$ cat src/rtl/uart_tx_fifo.sv
// UART transmitter fed by a small FIFO; frame format is sampled when each word
// is popped, so configuration changes take effect on the next frame only.
module uart_tx_fifo #(
    parameter int DATA_BITS    = 8,
    parameter int CLKS_PER_BIT = 16,
    parameter int FIFO_DEPTH   = 4
) (
    input  logic                          clk,
    input  logic                          reset,
    input  logic [DATA_BITS-1:0]          tx_data,
    input  logic                          tx_valid,
    output logic                          tx_ready,
    input  logic                          parity_en,
    input  logic                          parity_odd,
    input  logic                          two_stop,
    output logic                          TxD,
    output logic                          busy,
    output logic [$clog2(FIFO_DEPTH):0]   fifo_count
);

    localparam int PTR_W  = $clog2(FIFO_DEPTH);
    localparam int CNT_W  = PTR_W + 1;
    localparam int BAUD_W = $clog2(CLKS_PER_BIT);
    localparam int BIT_W  = $clog2(DATA_BITS);
    localparam logic [BAUD_W-1:0] BAUD_LAST = BAUD_W'(CLKS_PER_BIT - 1);
    localparam logic [BIT_W-1:0]  BIT_LAST  = BIT_W'(DATA_BITS - 1);

    typedef enum logic [2:0] {IDLE, START, DATA, PARITY, STOP1, STOP2} state_t;

    state_t state_reg, state_next;

    logic [DATA_BITS-1:0] mem [FIFO_DEPTH];
    logic [PTR_W-1:0]     wr_ptr_reg, rd_ptr_reg;
    logic [CNT_W-1:0]     count_reg;
    logic [DATA_BITS-1:0] word_reg;
    logic                 parity_en_reg, parity_odd_reg, two_stop_reg;
    logic [BAUD_W-1:0]    baud_reg;
    logic [BIT_W-1:0]     bit_reg, bit_next;
    logic                 txd_reg, txd_next;
    logic                 push, pop, bit_end, fifo_nempty, parity_bit;

    assign tx_ready    = (count_reg < CNT_W'(FIFO_DEPTH));
    assign push        = tx_valid && tx_ready;
    assign fifo_nempty = (count_reg != '0);
    assign bit_end     = (baud_reg == BAUD_LAST);
    assign parity_bit  = parity_odd_reg ? ~^word_reg : ^word_reg;

    assign fifo_count = count_reg;
    assign busy       = (state_reg != IDLE) || fifo_nempty;
    assign TxD        = txd_reg;

    // Storage and the registered head read carry no reset so they map onto RAM.
    always_ff @(posedge clk) begin
        if (push)
            mem[wr_ptr_reg] <= tx_data;
        if (pop)
            word_reg <= mem[rd_ptr_reg];
    end

    always_ff @(posedge clk or posedge reset) begin
        if (reset) begin
            state_reg      <= IDLE;
            wr_ptr_reg     <= '0;
            rd_ptr_reg     <= '0;
            count_reg      <= '0;
            parity_en_reg  <= 1'b0;
            parity_odd_reg <= 1'b0;
            two_stop_reg   <= 1'b0;
            baud_reg       <= '0;
            bit_reg        <= '0;
            txd_reg        <= 1'b1;
        end else begin
            state_reg <= state_next;
            bit_reg   <= bit_next;
            txd_reg   <= txd_next;
            baud_reg  <= (state_reg == IDLE || bit_end) ? '0 : baud_reg + BAUD_W'(1);
            if (push)
                wr_ptr_reg <= wr_ptr_reg + PTR_W'(1);
            if (pop) begin
                rd_ptr_reg     <= rd_ptr_reg + PTR_W'(1);
                parity_en_reg  <= parity_en;
                parity_odd_reg <= parity_odd;
                two_stop_reg   <= two_stop;
            end
            if (push && !pop)
                count_reg <= count_reg + CNT_W'(1);
            else if (pop && !push)
                count_reg <= count_reg - CNT_W'(1);
        end
    end

    // Next-state logic; the final stop bit chains straight into the next START.
    always_comb begin
        state_next = state_reg;
        pop        = 1'b0;
        case (state_reg)
            IDLE: begin
                if (fifo_nempty) begin
                    state_next = START;
                    pop        = 1'b1;
                end
            end
            START:  if (bit_end) state_next = DATA;
            DATA: begin
                if (bit_end && bit_reg == BIT_LAST)
                    state_next = parity_en_reg ? PARITY : STOP1;
            end
            PARITY: if (bit_end) state_next = STOP1;
            STOP1, STOP2: begin
                if (bit_end) begin
                    if (state_reg == STOP1 && two_stop_reg) begin
                        state_next = STOP2;
                    end else if (fifo_nempty) begin
                        state_next = START;
                        pop        = 1'b1;
                    end else begin
                        state_next = IDLE;
                    end
                end
            end
            default: state_next = IDLE;
        endcase
    end

    // Line level is computed from the upcoming state so TxD can be a flop.
    always_comb begin
        bit_next = bit_reg;
        if (state_reg == DATA && bit_end)
            bit_next = (bit_reg == BIT_LAST) ? '0 : bit_reg + BIT_W'(1);
        case (state_next)
            START:   txd_next = 1'b0;
            DATA:    txd_next = word_reg[bit_next];
            PARITY:  txd_next = parity_bit;
            default: txd_next = 1'b1;
        endcase
    end

endmodule

$ cat config.mk
export PLATFORM = sky130hd
export DESIGN_NAME = uart_tx_fifo
export DESIGN_NICKNAME = d
export VERILOG_FILES = /design/src/rtl/uart_tx_fifo.sv
export SDC_FILE = /design/constraint.sdc
export NUM_CORES = 1
export LEC_CHECK = 0
export CAP_MARGIN = 5
export CELL_PAD_IN_SITES_DETAIL_PLACEMENT = 1
export CELL_PAD_IN_SITES_GLOBAL_PLACEMENT = 1
export CORE_MARGIN = 2
export CORE_UTILIZATION = 52
export DETAILED_ROUTE_END_ITERATION = 10
export GPL_ROUTABILITY_DRIVEN = 0
export GPL_TIMING_DRIVEN = 0
export PLACE_DENSITY = 0.9
export REMOVE_ABC_BUFFERS = 1
export SYNTH_ARGS = -nofsm -noshare
export SYNTH_HDL_FRONTEND = slang
export SYNTH_SLANG_ARGS = --single-unit
$ cat constraint.sdc
create_clock -name clk -period 7.1 [get_ports clk]
set_clock_uncertainty 0.15 [all_clocks]
set_input_delay 1.42 -clock clk [delete_from_list [all_inputs] [get_ports clk]]
set_output_delay 1.42 -clock clk [all_outputs]
set_load 0.05 [all_outputs]
---- Word-level counts from Yosys, hierarchy flattened ----
Memory sizes are Yosys's and may differ from the RTL's. A register that Yosys moved wholly into a read port is not among the register bits.
Index checks and enable logic that the tools add are counted.
storage, ports and cells
  memories ................................ 1
  memory bits (writable) .................. 32
  bits of input ports ..................... 14
  logic and storage cells ................. 70
  output and inout port bits .............. 6
  bits in registers ....................... 21
cells by class
  reduce and logical (&&, ||, !) cells .... 17
  equality and inequality tests ........... 10
  mux-type cells .......................... 24
  magnitude comparators ................... 2
  add/subtract/negate cells ............... 6
memory list
  name  words  width  rd ports  clocked after memory_dff  write ports  line  text
  mem   4      8      1         1                         1            32    logic [DATA_BITS-1:0] mem [FIFO_DEPTH];
operators by type and width
  operator                                             number
  two-way mux 3 bit                                    11
  one-hot mux 3 bit (5 select lines)                   1
  == test 3 x 2 -> 1 bit (second input constant)       4
  == test 3 bit (second input constant)                3
  two-way mux 1 bit                                    8
  XNOR reduction 8 bit                                 1
  XOR reduction 8 bit                                  1
  adder 3 x 1 -> 3 bit (second input constant)         2
  == test 3 x 1 -> 1 bit (second input constant)       2
  logical AND 1 bit                                    6
  nonzero test 3 bit                                   2
  adder 2 x 1 -> 2 bit (second input constant)         2
  adder 4 x 1 -> 4 bit (second input constant)         1
  == test 4 bit (second input constant)                1
  < comparator 3 x 4 -> 1 bit (second input constant)  1
  two-way mux 4 bit                                    1
  binary-select mux 1 bit (select 3 bit)               1
  zero test 3 bit                                      1
  < comparator 3 bit (second input constant)           1
  one-hot mux 1 bit (3 select lines)                   1
  subtractor 3 x 1 -> 3 bit (second input constant)    1
  zero test 1 bit                                      2
  logical OR 1 bit                                     2
  one-hot mux 1 bit (2 select lines)                   1
  2 further kinds                                      2

---- Depth between registers and ports, before layout ----
  word-level depth ........................ 8
  gate-level depth with buffers ........... 10
  mapped depth without buffers ............ 10

---- Worst setup path after synthesis ----
Ideal clock, no wire load.
  path kind ............................... in2reg
  start point ............................. input port tx_valid
  end point ............................... register count_reg[2], in the netlist fifo_count[2]
  buffers on the path ..................... 1
  setup slack ............................. 4.136 ns
  data required time ...................... 6.811 ns
  arrival time ............................ 2.675 ns
  setup time .............................. 0.139 ns
  cell stages on the path ................. 8
  cells stage by stage .................... nor2b_1 > clkbuf_1 > ha_1 > inv_1 > fa_1 > xor2_1 > nor2_1 > xnor2_1
between the ends
  word-level cells in the longest chain between the ends .. 4
  elaborated cells between the ends (all ways) .. 6
  classes of those cells .................. 1 x mux; 5 x reduce/logical
ends and longest elaborated chain
  element                              line  text
  start, declared                      11    input logic tx_valid,
  logical AND 1 bit *                  43    assign push = tx_valid && tx_ready;
  via push                             40    logic push, pop, bit_end, fifo_nempty, parity_bit;
  zero test 1 bit                      87    else if (pop && !push)
  logical AND 1 bit                    87
  nonzero test 2 bit (no source line)  -
  end signal, assigned                 86    count_reg <= count_reg + CNT_W'(1);
  end signal, assigned                 88    count_reg <= count_reg - CNT_W'(1);
  end, declared                        34    logic [CNT_W-1:0] count_reg;
Mark *: on every way through the listed nets, which the timed path passes. The rest lies on a longest branch.
A chain may end at the register's enable or synchronous reset.

---- Worst setup path in the final report ----
  start point ............................. register state_reg[2]
  end point ............................... output port busy
between the ends
  word-level cells in the longest chain between the ends .. 2
ends and longest elaborated chain
  element                 line  text
  start, declared         30    state_t state_reg, state_next;
  start signal, assigned  73    state_reg <= state_next;
  nonzero test 3 bit      49    assign busy = (state_reg != IDLE) || fifo_nempty;
  logical OR 1 bit        49
  end, declared           17    output logic busy,
Every way passes these cells.

==> flow_summary.json <==
{
  "outcome": "finished, final reports clean",
  "avgSynthCellArea_um2": 14.6,
  "worst_pin_slew_ns": 0.827,
  "startpoint_type": "flop",
  "intPower_mw": 0.826,
  "reg2reg_setup_slack_ns": 4.05,
  "worstPathArrival_ns": 2.20,
  "utilization": 0.627,
  "drt_iter0_markers": 53,
  "die_area_um2": 6100,
  "timing.rr.end": "fifo_count[1]$_DFFE_PP0P_",
  "async_reset_ff_frac": 0.344,
  "crit_start": "state_reg[2]$_DFF_PP0_",
  "synth.top_cell.area_share": 0.420,
  "fillers": 503,
  "synth_top_area_cell": "edfxtp_1",
  "crit_buf_inv": 1,
  "synth_area_um2": 2860,
  "ys_seq_elements": 61,
  "grt_setup_unrepaired": "no",
  "fp-row-count": 26,
  "netlist_top_cells_area": "edfxtp_1 (42%), dfrtp_1 (18%), mux4_2 (6.3%)",
  "core-area_um2": 5200,
  "grt_pass1_vias": 1846,
  "rr_worst_depth": 8,
  "vdd_drop_max_mv": 0.215,
  "clock_power_share": 0.226,
  "r2r-start": "baud_reg[0]$_DFF_PP0_",
  "cp.depth": 3,
  "required_ns": 5.53,
  "clkTransAtPathRegs_ns": 0.08,
  "synth_most_common_cell": "edfxtp_1",
  "cp_slowest_cell": "clkdlybuf4s50_1",
  "antenna_found_initial": 0,
  "postCtsSetupBuffers": 0,
  "avgRoutedWirePerCell_um": 20.6,
  "setup_viol": 0,
  "largest_reg_flops": 32,
  "root_buffer": "clkbuf_8",
  "htree_num_levels": 3,
  "min_period_over_period": 0.531,
  "hold_path.class": "reg2reg",
  "p_sw_frac": 0.366,
  "path_delay_family": "buffers and inverters",
  "yosysSeqAreaShare": 0.605,
  "synth_flop_cell": "edfxtp_1",
  "io_pins": 20,
  "via_per_inst": 5.80,
  "drv_cap": 0,
  "cellPowerDensity_nw_per_um2": 399,
  "max_freq_mhz": 265,
  "fin_tns_setup_ns": 0,
  "crit_end": "busy",
  "critPathKind": "reg2out",
  "yosys_warnings": 0,
  "slew_viol_final": 0,
  "numCtsBuffers": 9,
  "cts_tree": "done",
  "grtUsageTotal": 0.224,
  "layout-drive-gt1-share": 0.171,
  "end_kind": "output port",
  "grt_pass1_wl_mm": 9.94,
  "syn_to_final_growth_pct": 14.3,
  "insertion_delay_ns": 0.35,
  "leakage_nw": 1.24,
  "num_vias": 1694,
  "seq_area_um2": 1730,
  "port_buffers": 19,
  "drcViolationCount": 0,
  "first_pass_iters": 4,
  "ctsHoldBuffers": 0,
  "slew_headroom": 0.448,
  "finalHoldViolCount": 0,
  "syn-instance-count": 196,
  "multi_input_area_um2": 1020,
  "die_y_um": 78.1,
  "layout.nets": 240,
  "synth_common_cells": "edfxtp_1 (40), dfrtp_1 (20), inv_1 (14), xnor2_1 (12)",
  "cpPeakStageDelay_ns": 0.72,
  "ant_nets": 0,
  "path_cells": "nor3_1, nand2_1, clkdlybuf4s50_1",
  "synth-edff-count": 40,
  "seq_power_share": 0.448,
  "switchingPower_mw": 0.477,
  "die_w_um": 78.1,
  "hpwl_mm": 3.99,
  "cts_resized": 0,
  "grt_overflow_total": 0,
  "start_util": 0.549,
  "wirelength_mm": 6.03,
  "synthDistinctLibCells": 54,
  "diodes": 0,
  "power_frac_comb": 0.326,
  "grt_max_degree": 22,
  "worstPathMaxFanout": 12,
  "clock_sinks": 61,
  "clockBufferDepth": 2,
  "period_needed_ns": 3.77
}
through the flow:
stage          hold slack [ns]  power (mW)  worst slack [ns]  cells  instance area (um2)
2_1_floorplan            0.294       0.886              4.12    187                 2800
3_3_place_gp             0.308       0.985              3.47    276                 3080
3_5_place_dp             0.320        1.01              3.43    276                 3080
4_1_cts                  0.330        1.32              3.32    292                 3270
5_1_grt                  0.373        1.38              3.18    292                 3270
6_report                 0.325        1.30              3.33    292                 3270
cell usage in the layout (no fill, tap or decap), types with 3 or more instances in the layout:
cell type | Yosys | routed
inv_1 | 14 | 14
mux2_2 | 4 | 4
xnor2_1 | 12 | 12
dfrtp_1 | 20 | 20
clkdlybuf4s50_1 | 0 | 19
nand3_1 | 5 | 5
clkbuf_8 | 0 | 9
o21ai_0 | 4 | 4
nor2b_1 | 4 | 4
ha_1 | 8 | 8
nor2_1 | 5 | 5
inv_6 | 0 | 3
nor3_1 | 6 | 6
edfxtp_1 | 40 | 40
mux4_2 | 8 | 8
nor4_1 | 3 | 3
and2_1 | 5 | 5
nand2_1 | 6 | 6
cell type report:
class                   count  area share
flip-flops and latches     61       0.529
multi-input cells         112       0.313
clock inverters             7      0.0192
well taps                  70      0.0268
inverters                  14      0.0161
repair buffers             19      0.0582
clock buffers               9      0.0379
routing by layer:
layer	GRT usage	vias up	wire length (um)
li1	-	783	-
met1	0.286	865	2660
met2	0.366	34	3070
met3	0.0506	12	166
met4	0.107	0	127
met5	0	-	0
power groups by stage:
stage	clock (mW)	combinational (mW)	sequential, mW
6_report	0.294	0.425	0.584
5_1_grt	0.315	0.463	0.602
4_1_cts	0.302	0.431	0.585
3_5_place_dp	0	0.420	0.591
3_3_place_gp	0	0.401	0.584
2_1_floorplan	0	0.287	0.599
worst min-delay path by stage:
stage	start	end	slack, ns	cells after the start
CTS	baud_reg[0]$_DFF_PP0_	baud_reg[0]$_DFF_PP0_	0.33	1
finish	baud_reg[0]$_DFF_PP0_	baud_reg[0]$_DFF_PP0_	0.32	1
floorplan	baud_reg[0]$_DFF_PP0_	baud_reg[0]$_DFF_PP0_	0.29	1
global route	baud_reg[0]$_DFF_PP0_	baud_reg[0]$_DFF_PP0_	0.37	1
global placement	baud_reg[0]$_DFF_PP0_	baud_reg[0]$_DFF_PP0_	0.31	1
detailed placement	baud_reg[0]$_DFF_PP0_	baud_reg[0]$_DFF_PP0_	0.32	1
cell families after synthesis:
logic type,synth area share
buf+inv,0.0381
mux,0.0788
compound gates,0.0766
flops,0.605
simple gates,0.109
fa+ha+maj,0.0420
xor+xnor,0.0508
No activity file was read; power rests on OpenSTA's default activity.
